--- src/rtl/lte_reject_flood_detector.sv ---
// lte_reject_flood_detector: counts NAS reject codes from an SRAM trace and writes the first flood detection.
// Define IDS_STATS_EN to also write the final per-type counters after the result word.
module lte_reject_flood_detector #(
    parameter int ADDR_WIDTH = 16,
    parameter int DATA_WIDTH = 32,
    parameter int NUM_TYPES  = 4,
    parameter int CNT_WIDTH  = 8,
    parameter int THRESHOLD  = 3
) (
    input  logic                  clk,
    input  logic                  reset,
    input  logic                  dut_valid,
    output logic                  dut_ready,
    output logic                  sram_write_enable,
    output logic [ADDR_WIDTH-1:0] sram_write_address,
    output logic [DATA_WIDTH-1:0] sram_write_data,
    output logic [ADDR_WIDTH-1:0] sram_read_address,
    input  logic [DATA_WIDTH-1:0] sram_read_data
);
`ifdef IDS_STATS_EN
    typedef enum logic [2:0] {IDLE, RD_HDR, RD_LEN, RD_MSG, DRAIN, WRITE, STATS} state_t;
    localparam int TW = $clog2(NUM_TYPES + 1);
    logic [TW-1:0]         stat_t;
    logic [DATA_WIDTH-1:0] stat_word;
`else
    typedef enum logic [2:0] {IDLE, RD_HDR, RD_LEN, RD_MSG, DRAIN, WRITE} state_t;
`endif
    localparam logic [ADDR_WIDTH-1:0] N_MAX   = ADDR_WIDTH'((1 << ADDR_WIDTH) - 2 - NUM_TYPES);
    localparam logic [ADDR_WIDTH-1:0] ONE     = ADDR_WIDTH'(1);
    localparam logic [CNT_WIDTH-1:0]  CNT_MAX = '1;
    localparam logic [CNT_WIDTH-1:0]  THR     = CNT_WIDTH'(THRESHOLD);

    state_t                state, state_d;
    logic [ADDR_WIDTH-1:0] n, len_in, msg_idx, attack_idx;
    logic [7:0]            attack_code;
    logic                  msg_v;
    logic [CNT_WIDTH-1:0]  cnt [NUM_TYPES];
    logic [DATA_WIDTH-1:0] result;
    logic                  unused_ok;

    assign unused_ok = ^sram_read_data;
    assign len_in = (sram_read_data[ADDR_WIDTH-1:0] > N_MAX) ? N_MAX : sram_read_data[ADDR_WIDTH-1:0];

    always_ff @(posedge clk or posedge reset) begin
        if (reset) state <= IDLE;
        else       state <= state_d;
    end

    always_comb begin
        state_d = state;
        case (state)
            IDLE:    state_d = dut_valid ? RD_HDR : IDLE;
            RD_HDR:  state_d = RD_LEN;
            RD_LEN:  state_d = (len_in == '0) ? DRAIN : RD_MSG;
            RD_MSG:  state_d = (sram_read_address == n) ? DRAIN : RD_MSG;
            DRAIN:   state_d = WRITE;
`ifdef IDS_STATS_EN
            WRITE:   state_d = STATS;
            STATS:   state_d = (stat_t == TW'(NUM_TYPES)) ? IDLE : STATS;
`else
            WRITE:   state_d = IDLE;
`endif
            default: state_d = IDLE;
        endcase
    end

    // Message data lags its address by one cycle, so msg_v/msg_idx tag the datum on the bus.
    always_ff @(posedge clk or posedge reset) begin
        if (reset) begin
            sram_read_address <= '0;
            n                 <= '0;
            msg_v             <= 1'b0;
            msg_idx           <= '0;
            attack_code       <= '0;
            attack_idx        <= '0;
            for (int t = 0; t < NUM_TYPES; t++) cnt[t] <= '0;
`ifdef IDS_STATS_EN
            stat_t            <= '0;
`endif
        end else begin
            msg_v   <= (state == RD_MSG);
            msg_idx <= sram_read_address;
            if (state == IDLE && dut_valid) begin
                sram_read_address <= '0;
                attack_code       <= '0;
                attack_idx        <= '0;
                for (int t = 0; t < NUM_TYPES; t++) cnt[t] <= '0;
            end
            if (state == RD_LEN) begin
                n <= len_in;
                if (len_in != '0) sram_read_address <= ONE;
            end
            if (state == RD_MSG && sram_read_address != n) sram_read_address <= sram_read_address + ONE;
            if (msg_v)
                for (int t = 0; t < NUM_TYPES; t++)
                    if (sram_read_data[7:0] == 8'(t + 1) && cnt[t] != CNT_MAX) begin
                        cnt[t] <= cnt[t] + 1'b1;
                        if (attack_code == '0 && cnt[t] + 1'b1 == THR) begin
                            attack_code <= 8'(t + 1);
                            attack_idx  <= msg_idx;
                        end
                    end
`ifdef IDS_STATS_EN
            if (state == WRITE) stat_t <= TW'(1);
            if (state == STATS) stat_t <= stat_t + 1'b1;
`endif
        end
    end

    always_comb begin
        result          = '0;
        result[7:0]     = attack_code;
        result[31:16]   = 16'(attack_idx);
        dut_ready          = (state == IDLE);
        sram_write_enable  = (state == WRITE);
        sram_write_address = sram_write_enable ? n + ONE : '0;
        sram_write_data    = sram_write_enable ? result : '0;
`ifdef IDS_STATS_EN
        stat_word = '0;
        for (int t = 0; t < NUM_TYPES; t++)
            if (stat_t == TW'(t + 1)) stat_word = DATA_WIDTH'(cnt[t]);
        if (state == STATS) begin
            sram_write_enable  = 1'b1;
            sram_write_address = n + ONE + ADDR_WIDTH'(stat_t);
            sram_write_data    = stat_word;
        end
`endif
    end
endmodule

--- config.mk ---
export PLATFORM = sky130hd
export DESIGN_NAME = lte_reject_flood_detector
export DESIGN_NICKNAME = d
export VERILOG_FILES = /design/src/rtl/lte_reject_flood_detector.sv
export SDC_FILE = /design/constraint.sdc
export NUM_CORES = 1
export LEC_CHECK = 0
export BUFFER_PORTS_ARGS = -buffer_cell sky130_fd_sc_hd__buf_4
export CORE_AREA = 2 2 119 121
export CTS_BUF_LIST = sky130_fd_sc_hd__clkbuf_4
export CTS_CLUSTER_SIZE = 30
export DETAILED_ROUTE_END_ITERATION = 8
export DIE_AREA = 0 0 121 123
export PLACE_DENSITY_LB_ADDON = 0.15
export SYNTH_ARGS = -nofsm -noshare
export SYNTH_HDL_FRONTEND = slang
export SYNTH_SLANG_ARGS = --single-unit
--- constraint.sdc ---
create_clock -name clk -period 3.55 [get_ports clk]
set_input_delay 0.5325 -clock clk [delete_from_list [all_inputs] [get_ports clk]]
set_output_delay 0.5325 -clock clk [all_outputs]
set_load 0.005 [all_outputs]
## After elaboration in Yosys (flattened, before gate mapping)

Cells that the tools add are included.

- Magnitude comparators: 1
- $add $sub $neg: 6
- Reductions and logical operators: 14
- Muxes and demuxes: 37
- Eq/ne operators: 19

Operators by type and width:

| kind | count |
|---|---|
| two-way mux 16 bit | 16 |
| two-way mux 8 bit | 14 |
| two-way mux 32 bit | 3 |
| == test 8 x 2 -> 1 bit, second input constant | 6 |
| adder 16 x 1 -> 16 bit, second input constant | 2 |
| adder 8 x 1 -> 8 bit, second input constant | 4 |
| inequality test 8 bit, second input constant | 4 |
| == test 16 bit | 1 |
| > comparator 16 bit, second input constant | 1 |
| zero test 16 bit | 1 |
| inequality test 16 bit | 1 |
| nonzero test 16 bit | 1 |
| one-hot mux 3 bit (5 select lines) | 1 |
| logical AND 1 bit | 10 |
| == test 8 x 1 -> 1 bit, second input constant | 1 |
| == test 8 x 3 -> 1 bit, second input constant | 1 |
| zero test 8 bit | 1 |
| == test 3 x 2 -> 1 bit, second input constant | 2 |
| == test 3 bit, second input constant | 2 |
| two-way mux 3 bit | 2 |
| == test 3 x 1 -> 1 bit, second input constant | 1 |
| zero test 3 bit | 1 |
| two-way mux 1 bit | 1 |

- Output and inout port bits: 66
- Register bits: 108
- Input bits: 35
- Word-level logic and storage cells: 88

## Depth between registers and ports, before layout

Gate-level depths: netlist of the first run.

- Depth in word-level cells: 12
- Mapped depth: 8
- Depth with buffers taken out: 7

## Worst setup path after synthesis of the first run

Ideal clock, no wire load.

- Path type: input port to flip-flop
- Start point: input port sram_read_data[5]
- End point: register attack_idx[10]
- Path buffers: 1
- Data required time: 3.426 ns
- Slack: 0.733 ns
- Arrival time: 2.693 ns
- Library setup time: 0.124 ns
- Cell stages on the path: 7
- Cells stage by stage: or4_4 or3_4 or4b_4 nor4_4 o41ai_4 buf_6 mux2i_1

- Cells in the longest elaborated chain, start to end: 10
- Elaborated cells on any way between the ends: 16
- Classes of those cells: eq/ne (4); mux (8); reduce/logical (4)

Ends and longest elaborated chain:

| element | line | text |
|---|---|---|
| start: declaration | 18 | `input logic [DATA_WIDTH-1:0] sram_read_data` |
| == test 8 x 1 -> 1 bit | 96 | `if (sram_read_data[7:0] == 8'(t + 1) && cnt[t] != CNT_MAX) begin` |
| logical AND 1 bit | 96 |  |
| two-way mux 16 bit | 96 |  |
| two-way mux 16 bit | 98 | `if (attack_code == '0 && cnt[t] + 1'b1 == THR) begin` |
| two-way mux 16 bit | 96 |  |
| two-way mux 16 bit | 98 |  |
| two-way mux 16 bit | 96 |  |
| two-way mux 16 bit | 98 |  |
| two-way mux 16 bit * | 96 |  |
| two-way mux 16 bit * | 94 | `if (msg_v)` |
| end signal: assignment | 100 | `attack_idx <= msg_idx;` |
| end: declaration | 34 | `logic [ADDR_WIDTH-1:0] n, len_in, msg_idx, attack_idx;` |

Mark *: on every way between the ends. The rest lies on a longest branch, timed or not.
A chain may end at the register's enable or synchronous reset.

## Worst setup path in the final report of the first run

- Start point: register state[1]
- End point: output port sram_write_data[0]

- Cells in the longest elaborated chain, start to end: 2

Ends and longest elaborated chain:

| element | line | text |
|---|---|---|
| start: declaration | 33 | `state_t state, state_d;` |
| start signal: assignment | 46 | `else state <= state_d;` |
| == test 3 bit | 115 | `sram_write_enable = (state == WRITE);` |
| two-way mux 32 bit | 117 | `sram_write_data = sram_write_enable ? result : '0;` |
| end: declaration | 16 | `output logic [DATA_WIDTH-1:0] sram_write_data,` |

No other way between the ends.

==> results, run 1 <==
- TritonCTS built the clock tree.
- 0 antenna diodes ended up in the layout.
- The number of enable flip-flop cells after synthesis is 0.
- The top cell types in the final layout, fill and taps aside, are sky130_fd_sc_hd__dfrtp_1 (108), sky130_fd_sc_hd__buf_4 (85), sky130_fd_sc_hd__nand2_1 (60).
- Across the VDD grid, the largest voltage drop is 297 µV.
- The placer congestion estimate is 0.847.
- The first-pass GRT wire length is 22,900 µm.
- By area, the combinational part of the netlist is dominated by simple AND/OR/NAND/NOR gates.
- Using the TritonRoute via totals, the vias-per-cell ratio works out to 5.35.
- Sorting the synthesized cells by area gives the leading types as sky130_fd_sc_hd__dfrtp_1 (45%), sky130_fd_sc_hd__o21ai_0 (4.8%), sky130_fd_sc_hd__and2_1 (4.2%).
- The number of hold violations in the final report is 0.
- The layout has 1,277 filler cells.
- In this run the critical register-to-register path is captured at attack_idx[13].
- In this run the number of H-tree levels came out at 3.
- For the worst flop-to-flop path, the logic depth is 7.
- The number of search-and-repair iterations in the first detailed-routing pass is 5.
- The post-detailed-placement cell area is 0.00676 mm².
- STA classifies the critical path startpoint as a flop.
- The ratio of final minimum period to clock period is 84.0%.
- Measured along the y axis, the die boundary spans 123 µm.
- Of the post-synthesis cell area, the part taken by muxes is 5.17%.
- The clock group share of total power is 19.3%.
- The number of pins with negative max-slew slack in the final report is 0.
- Clock latency on the worst-skew pair, taken at its later pin, is 0.49 ns.
- The final-layout setup total negative slack is 0 ns.
- The reported leakage power is 3.15 nW.
- The critical path class is reg -> out.
- Once the clock tree was built, the resizer swapped 0 gates to a different size.
- The overall die width is 121 µm.
- The required time at the worst-slack endpoint is 3.02 ns.
- Detailed placement finished with a half-perimeter wire length of 9880 µm.
- The count of standard-cell rows is 43.
- The sink count of the clock tree is 108.
- The most used flip-flop cell after synthesis is sky130_fd_sc_hd__dfrtp_1.
- The number of synthesis warnings is 0.
- Sequential cells account for 52.6% of the total power.
- The top cell type by area accounts for 44.9% of the synthesized area.
- The CTS buffer count is 9.
- With fillers left out, the area of the finished cells amounts to 0.00688 mm².
- Summing the areas of all and, or, nand and nor instances in the mapped netlist gives 24.1% of the synthesized area.
- The worst flop-to-flop path startpoint is attack_code[4].
- The root cell of the clock tree is sky130_fd_sc_hd__clkbuf_4.
- The overall power consumption is 3.12 mW.
- Of the total power, combinational logic draws 28.1%.
- The first routing iteration left 354 violations.
- The share of the synthesized area in compound gates (AO/OA/AOI/OAI) is 12.8%.
- The reg-to-reg setup timing slack is 0.87 ns.
- The critical path capture point type is an output pin.
- The distinct cell type count after synthesis is 59.
- The via count of the first global-routing pass is 4,488.
- The flow ran to the end, and the final reports show no timing, DRC or antenna violations.
- The switching power is 1.17 mW.
- The maximum clock path buffer count is 2.
- The number of flip-flops and latches in the synthesized netlist is 108.
- The critical path starts at state[1].
- The library cell used most frequently in the layout, excluding fill and tap cells, is sky130_fd_sc_hd__dfrtp_1.
- After detailed routing, the total wire length is 13,600 µm.
- The adder-cell share of the synthesized area is 2.08%.
- The smallest clock period supported by the final layout is computed as 2.98 ns.
- The average wire length per cell after detail routing is 15.0 µm.
- The areal power density over the cells is 454 mW/mm².
- The share of the Yosys chip area taken by registers is 44.9%.
- For this run, asynchronously set or reset flops after synthesis account for 100%.
- Global routing finished with a remaining overflow of 0.
- The sequential cells in the finished layout cover a total of 0.00270 mm².
- In this run the count of I/O pins placed on the die edge is 101.
- In the global route stage, overall resource usage came out at 19.2%.
- The core region is 0.0136 mm².
- Traced cell by cell, the critical path runs through nand2b_1 -> or2_2 -> inv_1 -> and2_1 -> buf_4.
- The detail route stage leaves a number of antenna-violating nets equal to 0.
- Summing the areas of all xor and xnor instances in the mapped netlist gives 5.96% of the synthesized area.
- Dividing the synthesized area by the synthesized cell count gives 9.31 µm².
- Counting every instance in the synthesized netlist gives 647.
- The initial antenna violation count is 0.
- In this design, the stage delay of the slowest critical-path cell is 0.55 ns.
- The total die area is 0.0149 mm².
- Static timing analysis puts the maximum clock frequency at 0.335 GHz.
- The number of nets in the layout is 764.
- The internal power is 1.96 mW.
- The slew at the pin closest to its max-slew limit is 0.698 ns.
- Setup repair after global routing left no endpoint under its margin.
- The final setup violation count is 0.
- The cell type with the largest total area after synthesis is sky130_fd_sc_hd__dfrtp_1.
- Clock-pin slew was measured on the worst setup and hold paths at 0.19 ns.
- The headroom to the max-slew limit is 53.5%.
- In this run the worst hold path is classified as in -> async.
- The setup fix buffers added after clock tree synthesis is 0.
- The multi-input gate area in the final layout is 0.00304 mm².
- The mapped netlist covers 0.00602 mm².
- The starting density of the core is 44.3%.
- The pin count of the biggest net entering global routing is 57.
- The area growth from synthesis to layout is 14.3%.
- The count of buffers from port buffering is 76.
- The worst clock skew is 0.0239 ns.
- The hold-fix buffer count after cts is 0.
- The cell type of the slowest stage on the worst timing path is sky130_fd_sc_hd__inv_1.
- Data arrives at the worst endpoint at 2.45 ns.
- Across all layers, the routed design uses 4,834 vias.
- The tool flagged a number of max-cap violations equal to 0.
- In this run the worst path has a maximum fanout of 26.
- The post-route netlist has 17.4% of its cells at a drive strength greater than 1.
- The residual DRC count is 0.
- Of the total power, the share spent switching nets is 37.4%.
## cells in the mapped netlist (2+ instances only)
cell and number:
sky130_fd_sc_hd__a21oi_1 12, sky130_fd_sc_hd__buf_1 2, sky130_fd_sc_hd__ha_1 10, sky130_fd_sc_hd__buf_4 8, sky130_fd_sc_hd__or4b_2 2, sky130_fd_sc_hd__or2_2 4
sky130_fd_sc_hd__mux2_2 9, sky130_fd_sc_hd__nor3_1 15, sky130_fd_sc_hd__nand4_1 16, sky130_fd_sc_hd__nand2b_1 7, sky130_fd_sc_hd__and4_1 3, sky130_fd_sc_hd__nor2_1 46
sky130_fd_sc_hd__buf_6 2, sky130_fd_sc_hd__a311oi_1 2, sky130_fd_sc_hd__and3_1 14, sky130_fd_sc_hd__or4_1 2, sky130_fd_sc_hd__dfrtp_1 108, sky130_fd_sc_hd__o21ai_0 58
sky130_fd_sc_hd__clkbuf_1 18, sky130_fd_sc_hd__o22a_1 5, sky130_fd_sc_hd__a22o_1 4, sky130_fd_sc_hd__o41ai_1 4, sky130_fd_sc_hd__nand2_1 60, sky130_fd_sc_hd__o22ai_1 2
sky130_fd_sc_hd__mux2i_1 21, sky130_fd_sc_hd__and2_1 40, sky130_fd_sc_hd__nor2b_1 8, sky130_fd_sc_hd__o211a_1 2, sky130_fd_sc_hd__o2111ai_1 2, sky130_fd_sc_hd__o31ai_1 9
sky130_fd_sc_hd__a31oi_1 5, sky130_fd_sc_hd__nor4_1 6, sky130_fd_sc_hd__or2b_1 2, sky130_fd_sc_hd__or3_1 6, sky130_fd_sc_hd__inv_1 34, sky130_fd_sc_hd__a21o_1 3
sky130_fd_sc_hd__nand3_1 35, sky130_fd_sc_hd__xor2_1 14, sky130_fd_sc_hd__xnor2_1 27
## power groups by stage
stage	Clock, mW	Sequential [mW]	Combinational, mW
global route	0.678	1.67	0.989
detailed placement	0	1.67	0.879
CTS	0.632	1.64	0.882
finish	0.604	1.64	0.877
floorplan	0	1.57	0.706
global placement	0	1.66	0.861
## layout make-up
cell class / count / area share [%]
multi-input cells: 480 / 44.2
flip-flops and latches: 108 / 39.3
well taps: 180 / 3.27
inverters: 34 / 1.89
clock inverters: 6 / 0.782
clock buffers: 9 / 0.982
repair buffers: 86 / 9.56
## per-stage QoR
stage,setup slack [ns],utilization (%),cells,hold slack [ns]
finish,0.567,50.6,903,0.138
global route,0.403,50.6,903,0.161
CTS,0.496,50.6,903,0.130
detailed placement,0.302,49.7,888,0.481
global placement,0.342,49.7,888,0.469
floorplan,0.172,-,654,0.445
## state kept, by name (all words and copies together), names as in the netlist
register and flops:
cnt 32, msg_v 1, attack_code 8, sram_read_address 16
state 3, attack_idx 16, msg_idx 16, n 16
## how the worst max path moves through the flow
stage | cells past startpoint | end
2_1_floorplan | 1 | attack_code[0]
4_1_cts | 5 | sram_write_data[0]
3_5_place_dp | 8 | attack_idx[15]
3_3_place_gp | 8 | attack_idx[14]
5_1_grt | 5 | sram_write_data[0]
6_report | 5 | sram_write_data[0]
## routing by layer
metal,vias up,share of wire (%),wire length (µm),track usage [%]
met5,-,0,0,0
met4,0,1.9,257,7.27
met3,26,3.9,536,2.91
met2,118,45,6070,29.1
met1,2287,49,6710,27.9
li1,2403,-,-,-
## worst max-delay path, delay by kind of cell (launching register included)
| kind | cells | cell delay (ns) |
|---|---|---|
| and+or+nand+nor | 3 | 0.84 |
| DFF | 1 | 0.46 |
| buffers and inverters | 2 | 0.67 |
## logic make-up (layout without fill, tap and decap cells)
family | after synthesis | in the layout
AO/OA/AOI/OAI | 117 | 117
XOR/XNOR | 41 | 41
adder cells (fa/ha/maj) | 10 | 10
buffers and inverters | 66 | 135
flip-flops | 108 | 108
multiplexers | 30 | 30
other | 1 | 8
AND/OR/NAND/NOR | 274 | 274
(Power assumes the default switching activity.)
==> inputs of run 2 (changes only) <==
==> constraint.sdc (replaced) <==
create_clock -name clk -period 2.6 [get_ports clk]
set_input_delay 0.39 -clock clk [delete_from_list [all_inputs] [get_ports clk]]
set_output_delay 0.39 -clock clk [all_outputs]
set_load 0.005 [all_outputs]
==> results, run 2 (same netlist as run 1, synthesis figures left out) <==
- The total die area is 0.0149 mm² (unchanged).
- The maximum vdd drop is 372 µV (+25%).
- Based on the critical path, the design can be clocked at up to 0.404 GHz.
- The area growth from synthesis to layout is 17.5%.
- The die height came to 123 µm (unchanged).
- The slew at the pin closest to its max-slew limit was 0.601 ns (-0.0969 ns).
- The remaining number of nets flagged by the antenna check after routing was 0 (unchanged).
- The number of search-and-repair iterations in the first detailed-routing pass came to 4 (-1).
- The first-pass GRT wire length came to 22,900 µm (about the same).
- The final cell count without fillers is 921 (+2.0%).
- The number of filler cells placed in the layout is 1,268 (-0.70%).
- The HPWL after detailed placement came to 9830 µm (-0.51%).
- The register name with the most flops is cnt.
- The run finished with clean final reports.
- The count of standard-cell rows is 43 (unchanged).
- The switching power is 1.61 mW (+38%).
- The final setup violation count is 0 (unchanged).
- The CTS buffer count is 9 (unchanged).
- The placeable core area is 0.0136 mm² (unchanged).
- The initial antenna violation count was 0 (unchanged).
- The routed length on met2 was 6150 µm (+1.3%).
- Setup repair after global routing left no endpoint under its margin.
- The overall die width was 121 µm (unchanged).
- The placer congestion estimate is 0.833 (-1.7%).
- The average wire length per cell after detail routing is 14.7 µm (-2.3%).
- The H-tree depth reported by CTS is 3 (unchanged).
- The residual DRC count was 0 (unchanged).
- The most frequent standard cell in the layout excluding fill and tap cells is sky130_fd_sc_hd__dfrtp_1.
- The areal power density over the cells is 616 mW/mm² (+36%).
- The post-route minimum period is 2.47 ns.
- The total length of routed wires is 13,500 µm (-0.31%).
- The headroom to the max-slew limit is 59.9% (+6.5 points).
- The number of max-capacitance violations reported is 0 (unchanged).
- The clock latency reported for the late side of the worst-skew pair was 0.49 ns (about the same).
- The share of final-layout standard cells stronger than drive strength 1 is 20.4% (+3.0 points).
- The wire length the detailed router placed on met1 is 6700 µm (-0.24%).
- The area of all placed cells without fillers was 0.00708 mm² (+2.9%).
- The internal power came to 2.75 mW (+40%).
- The number of nets in the layout is 780 (+2.1%).
- The number of violations reported at the end of detailed-routing iteration 0 came to 291 (-18%).
- The routed length on met3 is 530 µm (-1.1%).
- The total global routing track utilization is 19.2% (-0.060 points).
- In the layout the commonest cells are sky130_fd_sc_hd__dfrtp_1 (104), sky130_fd_sc_hd__buf_4 (98), sky130_fd_sc_hd__nand2_1 (60).
- The maximum clock path buffer count was 2 (unchanged).
- The final design utilization came to 52.0% (+1.4 points).
- The arrival time of data at the critical path endpoint is 2.08 ns (-0.37 ns).
- The final worst setup slack is 0.125 ns (-0.442 ns).
- The pin count of the biggest net entering global routing is 109 (+91%).
- The final-layout setup total negative slack is 0 ns (unchanged).
- The critical path class is reg -> out.
- The sink count of the clock tree is 108 (unchanged).
- The total vias in the final route is 4,902 (+1.4%).
- The worst setup path is captured at an output pin.
- The worst hold-check slack is 0.0156 ns (-0.122 ns).
- The number of placed cells counting well taps is 904 (+1.8%).
- The largest fanout on the critical path is 26 (unchanged).
- The top layer used by detailed routing is met4.
- The via count of the first global-routing pass is 4,639 (+3.4%).
- The final global-route overflow total is 0 (unchanged).
- The number of hold violations in the final report is 0 (unchanged).
- The worst clock skew is 0.0153 ns (-0.00865 ns).
- The overall power consumption is 4.36 mW (+39%).
- The starting density of the core is 44.3% (unchanged).
- The required time at the worst-slack endpoint is 2.21 ns (-0.81 ns).
- STA classifies the critical path startpoint as a flop.
- The clock transition at the registers of the reported paths is 0.18 ns (about the same).
- The number of pins with negative max-slew slack in the final report is 0 (unchanged).
- The post-detailed-placement cell area is 0.00691 mm² (+2.2%).
- The relative contribution of sequential cells to total power is 51.5% (-1.1 points).
- The average via count per standard cell is 5.32 (-0.58%).
- The reported leakage power is 3.25 nW (+3.1%).
- The root buffer cell chosen for the clock tree is sky130_fd_sc_hd__clkbuf_4.
- The part of the total power dissipated in combinational logic was 29.4% (+1.3 points).
- The clock group share of total power is 19.2% (about the same).
- The count of buffers from port buffering is 76 (unchanged).
- The I/O pin total was 101 (unchanged).
- The number of flip-flops in the largest register was 32 (unchanged).
- In the finished design, the share of the clock period the worst path needs comes to 95.2%.
- The worst hold path belongs to the class in -> async.
- The worst setup timing slack at the placement stage is -0.299 ns (-0.601 ns).
- The fraction of power spent switching nets is 37.0% (-0.45 points).
- TritonCTS built the clock tree.
run 2: cell count changes in the layout (fill, tap and decap cells not counted), moves of 2 or more:
cell / previous run / this run
sky130_fd_sc_hd__inv_6: 4 / 2
sky130_fd_sc_hd__inv_8: 1 / 3
sky130_fd_sc_hd__buf_12: 1 / 3
sky130_fd_sc_hd__buf_4: 85 / 98
sky130_fd_sc_hd__dfrtp_1: 108 / 104
sky130_fd_sc_hd__dfrtp_2: 0 / 4
run 2: worst paths after layout:
check,slack [ns],endpoint,depth (start not counted),start
max,0.13,sram_write_data[0],6,state[1]
min,0.02,n[2],3,reset
max reg2reg,0.14,attack_idx[5],7,attack_code[4]
min reg2reg,0.49,attack_idx[1],2,msg_idx[1]
max in group asynchronous,2.10,n[0],3,reset
min in group clk,0.07,cnt[23],2,dut_valid
run 2: cell type report:
type | count | area, µm² | area share [%]
timing repair buffer | 102 | 807 | 11.4
clock buffer | 9 | 67.6 | 0.955
sequential | 108 | 2710 | 38.3
inverter | 34 | 131 | 1.86
tap | 180 | 225 | 3.18
multi-input combinational | 480 | 3070 | 43.4
clock inverter | 7 | 62.6 | 0.884
antenna | 1 | 2.50 | 0.0354
run 2: repair_timing:
item / in CTS / in global routing
hold buffers: 0 / 0
resized for setup: 4 / 9
setup buffers: 0 / 0
setup endpoints to repair: 40 / 23
run 2: layer usage:
| layer | vias up | GRT usage (%) |
|---|---|---|
| li1 | 2436 | - |
| met1 | 2333 | 28.0 |
| met2 | 120 | 29.2 |
| met3 | 13 | 2.95 |
| met4 | 0 | 6.18 |
| met5 | - | 0 |
run 2: power groups by stage:
stage                     Clock [mW]  Combinational [mW]  Sequential [mW]
after floorplan                    0               0.964             2.14
after global placement             0                1.26             2.25
final                          0.835                1.28             2.24
after CTS                      0.870                1.28             2.23
after detailed placement           0                1.28             2.27
after global routing           0.931                1.43             2.29
run 2: critical path, cell delays in order, from the launching register on:
cell and delay (ns):
sky130_fd_sc_hd__dfrtp_1 0.47, sky130_fd_sc_hd__nand2b_1 0.19, sky130_fd_sc_hd__or2_4 0.32, sky130_fd_sc_hd__inv_1 0.11, sky130_fd_sc_hd__buf_6 0.20, sky130_fd_sc_hd__and2_1 0.18
sky130_fd_sc_hd__buf_4 0.11
==> inputs of run 3 (changes only) <==
--- a/config.mk
+++ b/config.mk
@@ -7,7 +7,6 @@
 export LEC_CHECK = 0
 export BUFFER_PORTS_ARGS = -buffer_cell sky130_fd_sc_hd__buf_4
 export CORE_AREA = 2 2 119 121
-export CTS_BUF_LIST = sky130_fd_sc_hd__clkbuf_4
 export CTS_CLUSTER_SIZE = 30
 export DETAILED_ROUTE_END_ITERATION = 8
 export DIE_AREA = 0 0 121 123
==> results, run 3 (same netlist as run 1, synthesis figures left out) <==
- The run finished with clean final reports.
- The average via count per standard cell is 5.32 (-0.10%).
- The number of placed cells counting well taps came to 904 (unchanged).
- The required time at the worst-slack endpoint is 2.21 ns (about the same).
- The number of hold violations in the final report is 0 (unchanged).
- The average wire length per cell after detail routing was 14.8 µm (+0.83%).
- The count of standard-cell rows came to 43 (unchanged).
- The areal power density over the cells is 675 mW/mm² (+9.7%).
- The H-tree depth reported by CTS came to 3 (unchanged).
- The I/O pin total is 101 (unchanged).
- The via count of the first global-routing pass is 4,651 (+0.26%).
- The number of filler cells placed in the layout was 1,243 (-2.0%).
- The number of flip-flops in the largest register is 32 (unchanged).
- The slew at the pin closest to its max-slew limit is 0.578 ns (-0.0233 ns).
- The worst clock skew is 0.00907 ns (-0.00619 ns).
- The final-layout setup total negative slack was 0 ns (unchanged).
- The reg-to-reg setup timing slack was 0.17 ns (+0.03 ns).
- The pin count of the biggest net entering global routing is 109 (unchanged).
- The hold-fix buffer count after cts is 0 (unchanged).
- The total length of routed wires came to 13,700 µm (+0.83%).
- The final design utilization is 53.2% (+1.2 points).
- The tree is rooted in a sky130_fd_sc_hd__clkbuf_16.
- Leaving out fill and tap cells, the most frequent cells in the layout are sky130_fd_sc_hd__dfrtp_1 (108), sky130_fd_sc_hd__buf_4 (99), sky130_fd_sc_hd__nand2_1 (60).
- The number of pins with negative max-slew slack in the final report is 0 (unchanged).
- The overall power consumption was 4.89 mW (+12%).
- The headroom to the max-slew limit was 61.5% (+1.6 points).
- STA classifies the critical path endpoint as an output pin.
- The remaining number of nets flagged by the antenna check after routing was 0 (unchanged).
- The final global-route overflow total is 0 (unchanged).
- The register area came to 0.00270 mm² (-0.19%).
- Setup repair after global routing left no endpoint under its margin.
- The number of violations reported at the end of detailed-routing iteration 0 is 288 (-1.0%).
- The placeable core area came to 0.0136 mm² (unchanged).
- The final setup violation count came to 0 (unchanged).
- The share of final-layout standard cells stronger than drive strength 1 is 20.0% (-0.41 points).
- The placer congestion estimate is 0.833 (unchanged).
- The clock transition at the registers of the reported paths came to 0.08 ns (-0.10 ns).
- The number of nets in the layout is 780 (unchanged).
- The maximum frequency from static timing analysis is 0.404 GHz (about the same).
- The number of max-capacitance violations reported is 0 (unchanged).
- The maximum clock path buffer count is 2 (unchanged).
- The setup path with the least slack is of type reg -> out.
- The post-route minimum period is 2.47 ns (-0.000336 ns).
- The reported leakage power came to 3.33 nW (+2.5%).
- The arrival time of data at the critical path endpoint is 2.08 ns (about the same).
- The worst hold-check slack is 0.191 ns (+0.175 ns).
- The sink count of the clock tree is 108 (unchanged).
- The area growth from synthesis to layout is 20.3%.
- The most frequent standard cell in the layout excluding fill and tap cells is sky130_fd_sc_hd__dfrtp_1.
- The overall die width is 121 µm (unchanged).
- The ratio of final minimum period to clock period was 95.2% (about the same).
- The residual DRC count is 0 (unchanged).
- The number of search-and-repair iterations in the first detailed-routing pass is 5 (+1).
- The type of the worst min-delay path is in -> async.
- The initial antenna violation count is 0 (unchanged).
- The starting density of the core is 44.3% (unchanged).
- The CTS buffer count is 9 (unchanged).
- The first-pass GRT wire length was 23,000 µm (+0.49%).
- The clock tree from TritonCTS is built.
- The die height is 123 µm (unchanged).
- The maximum vdd drop is 367 µV (-1.5%).
- The total global routing track utilization is 19.3% (+0.13 points).
- The HPWL after detailed placement is 9830 µm (unchanged).
- The register name with the most flops is cnt.
- The total die area is 0.0149 mm² (unchanged).
- The final cell count without fillers is 921 (unchanged).
- The count of buffers from port buffering is 76 (unchanged).
- STA classifies the critical path startpoint as a flop.
- The total vias in the final route is 4,897 (-0.10%).
- The largest fanout on the critical path was 26 (unchanged).
- The clock latency reported for the late side of the worst-skew pair is 0.35 ns (-0.14 ns).
- The multi-input gate area in the final layout was 0.00308 mm² (+0.20%).
[run 3: changes by cell type in the layout (fill, tap and decap cells not counted), moves of 4 or more]
| cell | change |
|---|---|
| sky130_fd_sc_hd__clkbuf_16 | +9 |
| sky130_fd_sc_hd__dfrtp_1 | +4 |
| sky130_fd_sc_hd__dfrtp_2 | -4 |
| sky130_fd_sc_hd__clkbuf_4 | -9 |
[run 3: timing repair]
item / CTS / global route
endpoints found under the hold margin: 0 / 0
resized for setup: 2 / 6
endpoints found under the setup margin: 16 / 16
gates cloned: 0 / 0
setup buffers: 0 / 0
[run 3: per-stage QoR]
step | worst slack (ns) | cell area (µm²)
after global placement | -0.250 | 6910
after CTS | 0.00222 | 7210
after detailed placement | -0.299 | 6910
after global routing | 0.0130 | 7240
after floorplan | -0.0611 | 6050
final | 0.126 | 7240
[run 3: path summary, 6_finish.rpt]
kind                                start            endpoint  cells past startpoint
max                              state[1]  sram_write_data[0]                      6
min                                 reset             cnt[28]                      3
max reg2reg                attack_code[4]      attack_idx[11]                      7
min reg2reg                    msg_idx[1]       attack_idx[1]                      2
max in group asynchronous           reset      attack_idx[10]                      3
min in group clk                dut_valid             cnt[23]                      2
[run 3: cell type report]
class / instances / area share, %
Sequential cell: 108 / 37.3
Inverter: 34 / 1.81
Clock buffer: 10 / 3.30
Tap cell: 180 / 3.11
Clock inverter: 6 / 0.812
Antenna cell: 1 / 0.0345
Timing Repair Buffer: 102 / 11.1
Multi-Input combinational cell: 480 / 42.5
[run 3: worst max-delay path, cell delays in order (launching register included)]
cell	delay, ns
sky130_fd_sc_hd__dfrtp_1	0.44
sky130_fd_sc_hd__nand2b_1	0.18
sky130_fd_sc_hd__or2_2	0.42
sky130_fd_sc_hd__inv_1	0.12
sky130_fd_sc_hd__buf_4	0.25
sky130_fd_sc_hd__and2_1	0.19
sky130_fd_sc_hd__buf_4	0.12
[run 3: per-layer routing]
metal  up-vias  part of all wire (%)  track usage [%]  wire length, µm
met5         -                     0                0                0
met4         0                  0.94             5.16              128
met3        11                   5.0             3.92              688
met2       128                    45             29.4             6200
met1      2324                    49             28.1             6640
li1       2434                     -                -                -
[run 3: power by group]
part,internal (mW),switching [mW],total (mW)
combinational,0.629,0.645,1.27
sequential,1.89,0.345,2.23
clock,0.705,0.679,1.38
total,3.22,1.67,4.89
